**config.mk**
```make
export PLATFORM = sky130hd
export DESIGN_NAME = store_queue
export DESIGN_NICKNAME = d
export VERILOG_FILES = /design/src/rtl/store_queue_pkg.sv /design/src/rtl/store_align.sv /design/src/rtl/store_queue.sv
export SDC_FILE = /design/constraint.sdc
export NUM_CORES = 1
export LEC_CHECK = 0
export BUFFER_PORTS_ARGS = -buffer_cell sky130_fd_sc_hd__buf_2
export CORE_UTILIZATION = 63
export DETAILED_ROUTE_END_ITERATION = 10
export PLACE_DENSITY = 0.85
export SLEW_MARGIN = 5
export SYNTH_ARGS = -nofsm -noshare
export SYNTH_HDL_FRONTEND = slang
export SYNTH_SLANG_ARGS = --single-unit
```
**constraint.sdc**
```tcl
create_clock -name clk -period 17.3 [get_ports clk]
set_input_delay 1.73 -clock clk [delete_from_list [all_inputs] [get_ports clk]]
set_output_delay 1.73 -clock clk [all_outputs]
set_load 0.02 [all_outputs]
```
**src/rtl/store_queue_pkg.sv**
```systemverilog
// Shared opcode encodings and entry-field widths for the store queue.
// Latency: n/a (constants only).
// Backpressure: n/a.
package store_queue_pkg;

  localparam int ADDR_W = 32;
  localparam int OP_W   = 3;

  localparam logic [OP_W-1:0] ST_B  = 3'd0;
  localparam logic [OP_W-1:0] ST_H  = 3'd1;
  localparam logic [OP_W-1:0] ST_W  = 3'd2;
  localparam logic [OP_W-1:0] ST_D  = 3'd3;
  localparam logic [OP_W-1:0] ST_WL = 3'd4;
  localparam logic [OP_W-1:0] ST_WR = 3'd5;

  // Number of address bits that select a byte lane within one memory word.
  function automatic int lane_bits(input int data_w);
    return $clog2(data_w / 8);
  endfunction

endpackage

```
**src/rtl/store_align.sv**
```systemverilog
// Maps a store (op, low address bits, register data) to lane enables and lane-aligned data.
// Latency: purely combinational.
// Backpressure: none; adex flags misaligned or illegal requests (STORE_QUEUE_SWLR_EN enables ST_WL/ST_WR).
module store_align
  import store_queue_pkg::*;
#(
  parameter int DATA_W = 32
) (
  input  logic [OP_W-1:0]     op,
  input  logic [2:0]          addr_lo,
  input  logic [DATA_W-1:0]   data,
  output logic [DATA_W/8-1:0] wen,
  output logic [DATA_W-1:0]   wdata,
  output logic                adex
);

  localparam int NB = DATA_W / 8;
  localparam int LB = lane_bits(DATA_W);

  localparam logic [NB-1:0] M1   = NB'(1);
  localparam logic [NB-1:0] M2   = NB'(3);
  localparam logic [NB-1:0] M4   = NB'(15);
  localparam logic [NB-1:0] MALL = '1;

  logic [LB-1:0] k;
  logic [1:0]    kw;

  assign k  = addr_lo[LB-1:0];
  assign kw = addr_lo[1:0];

`ifdef STORE_QUEUE_SWLR_EN
  // Lane of byte 0 of the addressed 32-bit word, and the partial-word masks within it.
  logic [LB-1:0] wbase;
  logic [3:0]    mask_wl;
  logic [3:0]    mask_wr;
  assign wbase   = k & ~LB'(3);
  assign mask_wl = 4'((5'd2 << kw) - 5'd1);
  assign mask_wr = 4'(4'hF << kw);
`endif

  // Decode the opcode into lane enables, replicated data and the alignment fault.
  always_comb begin
    wen   = '0;
    wdata = '0;
    adex  = 1'b0;
    case (op)
      ST_B: begin
        wen   = M1 << k;
        wdata = {NB{data[7:0]}};
      end
      ST_H: begin
        adex  = addr_lo[0];
        wen   = M2 << k;
        wdata = {(NB/2){data[15:0]}};
      end
      ST_W: begin
        adex  = (kw != 2'd0);
        wen   = M4 << k;
        wdata = {(NB/4){data[31:0]}};
      end
      ST_D: begin
        adex  = (DATA_W == 32) || (addr_lo != 3'd0);
        wen   = MALL;
        wdata = data;
      end
`ifdef STORE_QUEUE_SWLR_EN
      ST_WL: begin
        wen   = NB'(mask_wl) << wbase;
        wdata = {(NB/4){data[31:0] >> (8 * (3 - kw))}};
      end
      ST_WR: begin
        wen   = NB'(mask_wr) << wbase;
        wdata = {(NB/4){data[31:0] << (8 * kw)}};
      end
`endif
      default: adex = 1'b1;
    endcase
    // A rejected store never reaches the queue; keep its enables quiet.
    if (adex) wen = '0;
  end

endmodule

```
**src/rtl/store_queue.sv**
```systemverilog
// In-order store queue: aligns stores, buffers DEPTH entries, presents head to memory.
// Latency: enqueue into empty queue shows mem_req the next cycle; outputs come from entry registers.
// Backpressure: in_ready = !full (no bypass); mem_ack retires head; flush drops all. STORE_QUEUE_SWLR_EN adds ST_WL/ST_WR.
module store_queue
  import store_queue_pkg::*;
#(
  parameter int DATA_W = 32,
  parameter int DEPTH  = 4
) (
  input  logic                         clk,
  input  logic                         rst,
  input  logic                         in_valid,
  output logic                         in_ready,
  input  logic [OP_W-1:0]              in_op,
  input  logic [ADDR_W-1:0]            in_addr,
  input  logic [DATA_W-1:0]            in_data,
  output logic                         st_adex,
  input  logic                         flush,
  output logic                         mem_req,
  input  logic                         mem_ack,
  output logic [ADDR_W-1:0]            mem_addr,
  output logic [DATA_W/8-1:0]          mem_wen,
  output logic [DATA_W-1:0]            mem_wdata,
  output logic [$clog2(DEPTH+1)-1:0]   count
);

  localparam int NB    = DATA_W / 8;
  localparam int LB    = lane_bits(DATA_W);
  localparam int PTR_W = $clog2(DEPTH);
  localparam int CNT_W = $clog2(DEPTH + 1);

  logic [ADDR_W-1:0] q_addr  [DEPTH];
  logic [NB-1:0]     q_wen   [DEPTH];
  logic [DATA_W-1:0] q_wdata [DEPTH];

  logic [PTR_W-1:0] wptr;
  logic [PTR_W-1:0] rptr;
  logic [NB-1:0]     al_wen;
  logic [DATA_W-1:0] al_wdata;
  logic              enq;
  logic              deq;

  store_align #(.DATA_W(DATA_W)) u_align (
    .op      (in_op),
    .addr_lo (in_addr[2:0]),
    .data    (in_data),
    .wen     (al_wen),
    .wdata   (al_wdata),
    .adex    (st_adex)
  );

  assign in_ready  = (count != CNT_W'(DEPTH));
  assign mem_req   = (count != '0);
  assign enq       = in_valid && in_ready && !st_adex && !flush;
  assign deq       = mem_req && mem_ack;
  assign mem_addr  = q_addr[rptr];
  assign mem_wen   = q_wen[rptr];
  assign mem_wdata = q_wdata[rptr];

  // Entry storage: written at the tail on enqueue, cleared by reset so the idle head reads zero.
  always_ff @(posedge clk or posedge rst) begin
    if (rst) begin
      for (int i = 0; i < DEPTH; i++) begin
        q_addr[i]  <= '0;
        q_wen[i]   <= '0;
        q_wdata[i] <= '0;
      end
    end else if (enq) begin
      q_addr[wptr]  <= {in_addr[ADDR_W-1:LB], LB'(0)};
      q_wen[wptr]   <= al_wen;
      q_wdata[wptr] <= al_wdata;
    end
  end

  // Pointers and occupancy; flush empties the queue, and a same-cycle ack simply retires with it.
  always_ff @(posedge clk or posedge rst) begin
    if (rst) begin
      wptr  <= '0;
      rptr  <= '0;
      count <= '0;
    end else if (flush) begin
      wptr  <= '0;
      rptr  <= '0;
      count <= '0;
    end else begin
      if (enq) wptr <= wptr + PTR_W'(1);
      if (deq) rptr <= rptr + PTR_W'(1);
      if (enq && !deq)      count <= count + CNT_W'(1);
      else if (deq && !enq) count <= count - CNT_W'(1);
    end
  end

endmodule

```
==> results_dict.tcl, run 1 <==
set metrics [dict create \
    drc_errors 0 \
    synth_seq_area_share 0.542 \
    cap_violations 0 \
    fmax_mhz 213 \
    syn_area_per_cell_um2 15.5 \
    grt_pass1_wl_um 40900 \
    grt_pass1_vias 7681 \
    ir_worst_vdd_mv 0.0828 \
    root_buffer "clkbuf_16" \
    end_kind "output pin" \
    fin_crit_ns 4.70 \
    place_congestion 0.891 \
    tns_ns 0 \
    ctsHoldBuffers 0 \
    worst_pin_slew_ns 1.15 \
    yosysMostFrequentCell "dfrtp_1" \
    grt_max_degree 144 \
    start_util 0.643 \
    multi_input_area_mm2 0.00534 \
    cp_slowest_cell "or3_1" \
    finalHoldViolCount 0 \
    grt_overflow_total 0 \
    cp_data_required_time_ns 15.57 \
    fin_cells 1221 \
    synth_top_area_cell "dfrtp_1" \
    seq_area_mm2 0.00679 \
    critPathMaxStageDelay_ns 0.42 \
    wire_per_inst_um 20.4 \
    track_usage 0.260 \
    rrSetupSlack_ns 14.79 \
    via_per_inst 5.88 \
    crit_top_cell "buf_2" \
    postCtsSetupBuffers 0 \
    die_area_mm2 0.0204 \
    fillers 1240 \
    path_buf_inv 3 \
    path_max_fanout 17 \
    crit_arrival_ns 2.97 \
    cts_made_buffers 28 \
    slew_viol_final 0 \
    layout.nets 1013 \
    wirelength_um 24900 \
    htree_levels 1 \
    ant_nets 0 \
    synth-async-reset-ratio 1.00 \
    synth_commonest_cells "dfrtp_1 (271), mux2_1 (152), mux2_2 (106), mux4_2 (67), nor2_1 (38)" \
    worstPathCellList "buf_2 > or3_1 > a21oi_2 > inv_1 > buf_2" \
    slew-limit-headroom 0.232 \
    yosysTopAreaCellShare 0.542 \
    dr.pass1.iters 4 \
    clk_pin_slew_ns 0.06 \
    clock_skew_ns 0.0109 \
    io_buffers 143 \
    die_width_um 143 \
    cts_buffer_depth 3 \
    placed_area_mm2 0.0133 \
    syn_area_mm2 0.0125 \
    p_per_area_mw_per_mm2 130 \
    numClockSinks 271 \
    antenna_found_initial 1 \
    cp-start-kind "input port" \
    leakage_nw 7.03 \
    outcome "finished clean" \
    drive_gt1_frac 0.397 \
    path_delay_family "buffers and inverters" \
    hp-class "flip-flop to flip-flop" \
    core_area_mm2 0.0195 \
    fin_crit_sh 0.272 \
    synth-edff-count 0 \
    via_count 7176 \
    placed_cells 1171 \
    crit_type "input port to output pin" \
    ioPinCount 146 \
    rsz0062_at_grt "false" \
    hold_slack_ns 0.477 \
    setup_viol 0 \
    drtIter0Drc 422 \
    place_hpwl_um 15500 \
    ctsResizeCount 0 \
    die_h_um 143 \
    syn-instance-count 807 \
    yosysWarnings 0 \
    yosys-top-cells-area "dfrtp_1 (54%), mux2_1 (14%), mux4_2 (12%)" \
    ys_seq_elements 271 \
    rows 51 \
    fin_area_mm2 0.0142 \
    ys_types 34 \
    synthToLayoutAreaGrowth_pct 13.6 \
    insertion_delay_ns 0.53 \
    synth_flop_cell "dfrtp_1" \
    cts_tree "built" \
]
-- flip-flops by register name, summed over array words and instances (netlist names) --
register / flops
q_addr: 120
q_wdata: 128
rptr: 2
wptr: 2
count: 3
q_wen: 16
-- report_power, final --
group | switching (mW) | internal, mW
logic | 0.251 | 0.235
clock network | 0.235 | 0.336
registers | 0.0669 | 0.725
-- per-stage QoR --
step / worst slack [ns] / power (mW) / utilization
floorplan: 8.10 / 1.14 / -
global placement: 12.63 / 1.28 / 0.685
detailed placement: 12.62 / 1.29 / 0.685
CTS: 12.55 / 1.87 / 0.730
global route: 12.48 / 1.94 / 0.730
finish: 12.60 / 1.85 / 0.730
-- path summary, 6_finish.rpt --
check,cells past startpoint,startpoint,endpoint
worst max-delay path,5,in_op[0],st_adex
max in group asynchronous,4,rst,rptr[0]$_DFFE_PP0P_
worst max register to register,8,count[0]$_DFFE_PP0P_,count[2]$_DFFE_PP0P_
worst min-delay path,1,q_wdata[53]$_DFFE_PP0P_,q_wdata[53]$_DFFE_PP0P_
min in group asynchronous,2,rst,q_wdata[43]$_DFFE_PP0P_
worst min register to register,1,q_wdata[53]$_DFFE_PP0P_,q_wdata[53]$_DFFE_PP0P_
-- routing by layer --
metal,up-vias,wire length (um),global-route usage
li1,3178,-,-
met1,3787,10600,0.357
met2,169,12600,0.433
met5,-,0,0
met4,0,636,0.0872
met3,42,1140,0.0355
-- cell type report --
class	count	share of cell area
inverters	14	0.00423
diodes	1	0.000176
multi-input cells	466	0.376
repair buffers	155	0.0567
clock inverters	4	0.00185
clock buffers	45	0.0602
well taps	265	0.0233
flip-flops and latches	271	0.478
-- cells in the final DEF, fill, tap and decap left out, types with 9 or more instances in the layout --
cell type  instances
mux2_2           106
clkbuf_1           9
mux2_1           152
clkbuf_16         29
buf_4             12
nor2b_1           10
mux4_2            67
inv_1             13
nor2_1            38
nand2_1           19
a21oi_1           17
mux2i_1           25
dfrtp_1          269
buf_2            143
-- logic make-up (layout without fill, tap and decap cells) --
kind of cell             Yosys count  after routing  share of synthesized area
AND/OR/NAND/NOR                   81             81                     0.0319
buffers and inverters             71            218                     0.0337
flip-flops                       271            271                      0.542
other                              1              3                   0.000300
XOR/XNOR                           5              5                    0.00350
multiplexers                     350            350                      0.373
adder cells (fa/ha/maj)            5              5                    0.00560
AO/OA/AOI/OAI                     23             23                     0.0105
(Power assumes the default switching activity.)
==> run 2, diff against run 1 <==
--- a/config.mk
+++ b/config.mk
@@ -5,10 +5,11 @@
 export SDC_FILE = /design/constraint.sdc
 export NUM_CORES = 1
 export LEC_CHECK = 0
+export ABC_AREA = 1
 export BUFFER_PORTS_ARGS = -buffer_cell sky130_fd_sc_hd__buf_2
-export CORE_UTILIZATION = 63
+export CORE_UTILIZATION = 53
 export DETAILED_ROUTE_END_ITERATION = 10
-export PLACE_DENSITY = 0.85
+export PLACE_DENSITY = 0.76
 export SLEW_MARGIN = 5
 export SYNTH_ARGS = -nofsm -noshare
 export SYNTH_HDL_FRONTEND = slang
==> constraint.sdc (replaced) <==
create_clock -name clk -period 3.9 [get_ports clk]
set_input_delay 0.39 -clock clk [delete_from_list [all_inputs] [get_ports clk]]
set_output_delay 0.39 -clock clk [all_outputs]
set_load 0.02 [all_outputs]
==> run 2 against run 1 <==
Compared with the run above: global-route usage grew 1.8 points; clock skew increased by 0.00080 ns; synthesized area increased by 0.86%; worst hold slack lost 0.32 ns; setup slack got worse by 12 ns; sequential power rose to 4.5 times the previous value; routed wire length increased by 33%; critical endpoint is now mem_wdata[12].
==> results_dict.tcl, run 2 <==
set metrics [dict create \
    outcome "finished clean" \
    ant_nets 0 \
    die_h_um 156 \
    layout_common_cells "nand2_1 (540), dfrtp_1 (269), o21ai_0 (207)" \
    ir_worst_vdd_mv 0.520 \
    setup_viol 0 \
    cap_violations 0 \
    reg_top3 "q_wdata: 128 flops, q_addr: 120 flops, q_wen: 16 flops" \
    grt_pass1_vias 10494 \
    fin_area_mm2 0.0143 \
    placed_cells 1922 \
    synth-edff-count 0 \
    start_util 0.539 \
    largest_reg_flops 128 \
    track_usage 0.279 \
    cts_tree "built" \
    slew-limit-headroom 0.398 \
    layout.nets 1713 \
    yosysWarnings 0 \
    dr.pass1.iters 8 \
    antenna_found_initial 0 \
    diodes 0 \
    end_kind "output pin" \
    via_count 10995 \
    crit_type "flip-flop to output pin" \
    numClockSinks 271 \
    ioPinCount 146 \
    syn_area_per_cell_um2 8.18 \
    hold_slack_ns 0.156 \
    sw_frac_of_total 0.380 \
    r2r_start "count[0]$_DFFE_PP0P_" \
    yosysMostFrequentCell "nand2_1" \
    ys_seq_elements 271 \
    finalHoldViolCount 0 \
    root_buffer "clkbuf_16" \
    core_area_mm2 0.0234 \
    yosysTopAreaCellShare 0.537 \
    r2r-end "q_addr[107]$_DFFE_PP0P_" \
    pwr-share-seq 0.365 \
    rsz0062_at_grt "false" \
    syn-instance-count 1543 \
    layout_setup_ws_ns 1.03 \
    die_area_mm2 0.0244 \
    synthToLayoutAreaGrowth_pct 13.1 \
    die_width_um 156 \
    synth-async-reset-ratio 1.00 \
    whs_endpoint "q_addr[71]$_DFFE_PP0P_" \
    rrSetupSlack_ns 1.40 \
    pwr-share-comb 0.352 \
    yosys-top-cells-area "dfrtp_1 (54%), nand2_1 (16%), o21ai_0 (8.2%)" \
    top_register "q_wdata" \
    fmax_mhz 349 \
    hp-class "input port to flip-flop" \
    leakage_nw 7.56 \
    via_per_inst 5.57 \
    cp_data_required_time_ns 3.51 \
    rows 56 \
    clk_pin_slew_ns 0.06 \
    synth_top_area_cell "dfrtp_1" \
    cts_made_buffers 29 \
    syn_area_mm2 0.0126 \
    grt_overflow_total 0 \
    ys_types 32 \
    place_congestion 0.891 \
    ctsHoldBuffers 2 \
    final_common_cell "nand2_1" \
    path_max_fanout 91 \
    io_buffers 143 \
    insertion_delay_ns 0.55 \
    postCtsSetupBuffers 0 \
    clock_skew_ns 0.0117 \
    hold_path_startpoint "in_addr[7]" \
    p_per_area_mw_per_mm2 678 \
    place_hpwl_um 20200 \
    htree_levels 1 \
    slew_viol_final 0 \
    wirelength_um 33100 \
    pwr-share-clk 0.283 \
    grt_pass1_wl_um 54000 \
    synth_seq_area_share 0.537 \
    intPower_mw 5.99 \
    worst_pin_slew_ns 0.903 \
    synth_commonest_cells "nand2_1 (540), dfrtp_1 (271), o21ai_0 (207), nor2_1 (149), o21ai_1 (72)" \
    fin_crit_ns 2.87 \
    ctsResizeCount 0 \
    crit_arrival_ns 2.48 \
    min_delay_path_depth 3 \
    wire_per_inst_um 16.8 \
    drive_gt1_frac 0.145 \
    dp_slack_ns 1.17 \
    placed_area_mm2 0.0133 \
    fin_crit_sh 0.735 \
    cp-start-kind "flip-flop" \
    synth_flop_cell "dfrtp_1" \
    drtIter0Drc 1021 \
    grt_max_degree 111 \
    reg2regPathDepth 9 \
    fillers 2092 \
    cts_buffer_depth 3 \
    p_switching_mw 3.68 \
    total_power_mw 9.67 \
    fin_cells 1974 \
    drc_errors 0 \
]
[run 2: cell types whose count changed after synthesis, moves of 72 or more]
cell,delta
mux2_1,-152
o21ai_0,+206
nand2_1,+521
mux2_2,-106
nor2_1,+111
o21ai_1,+72
[run 2: metrics by stage]
stage	TNS [ns]	utilization
floorplan	-19.36	-
global placement	0	0.569
detailed placement	0	0.569
CTS	0	0.610
global route	0	0.610
finish	0	0.610
[run 2: cell type report]
| type | count | area [um^2] | share of cell area |
|---|---|---|---|
| Sequential cell | 271 | 6790 | 0.475 |
| Inverter | 70 | 274 | 0.0192 |
| Multi-Input combinational cell | 1101 | 4950 | 0.347 |
| Timing Repair Buffer | 163 | 921 | 0.0645 |
| Clock buffer | 43 | 848 | 0.0594 |
| Tap cell | 319 | 399 | 0.0280 |
| Clock inverter | 7 | 97.6 | 0.00684 |
[run 2: cell families (layout without fill, tap and decap cells)]
group,Yosys count,count (layout),synth area share
other cells,1,2,0.000297
simple gates,716,716,0.221
xor+xnor,2,2,0.00139
buf+inv,172,283,0.0713
fa+ha+maj,5,5,0.00555
flops,271,271,0.537
compound gates,376,376,0.163
[run 2: layer usage]
layer	wire, um	track usage
met2	15400	0.456
met4	950	0.0896
met3	2500	0.0462
met5	0	0
met1	14300	0.379
[run 2: worst max-delay path by stage]
stage / startpoint / end / slack (ns)
2_1_floorplan: rst / count[0]$_DFFE_PP0P_ / -0.07
4_1_cts: rptr[0]$_DFFE_PP0P_ / mem_wdata[12] / 1.05
3_5_place_dp: in_op[2] / q_addr[107]$_DFFE_PP0P_ / 1.17
3_3_place_gp: in_op[2] / q_addr[106]$_DFFE_PP0P_ / 1.31
5_1_grt: rptr[0]$_DFFE_PP0P_ / mem_wdata[7] / 0.89
6_report: rptr[0]$_DFFE_PP0P_ / mem_wdata[12] / 1.03
[run 2: worst max-delay path, cell delays in order, from the launching register on]
cell and delay (ns):
dfrtp_4 0.44, buf_4 0.72, o21ai_0 0.21, o22ai_1 0.33
buf_2 0.23
[run 2: power by group through the flow]
| stage | sequential, mW | combinational (mW) | clock, mW |
|---|---|---|---|
| 2_1_floorplan | 3.52 | 2.32 | 0 |
| 6_report | 3.53 | 3.40 | 2.74 |
| 3_5_place_dp | 3.57 | 3.37 | 0 |
| 4_1_cts | 3.52 | 3.40 | 2.76 |
| 3_3_place_gp | 3.55 | 3.31 | 0 |
| 5_1_grt | 3.58 | 3.74 | 2.86 |
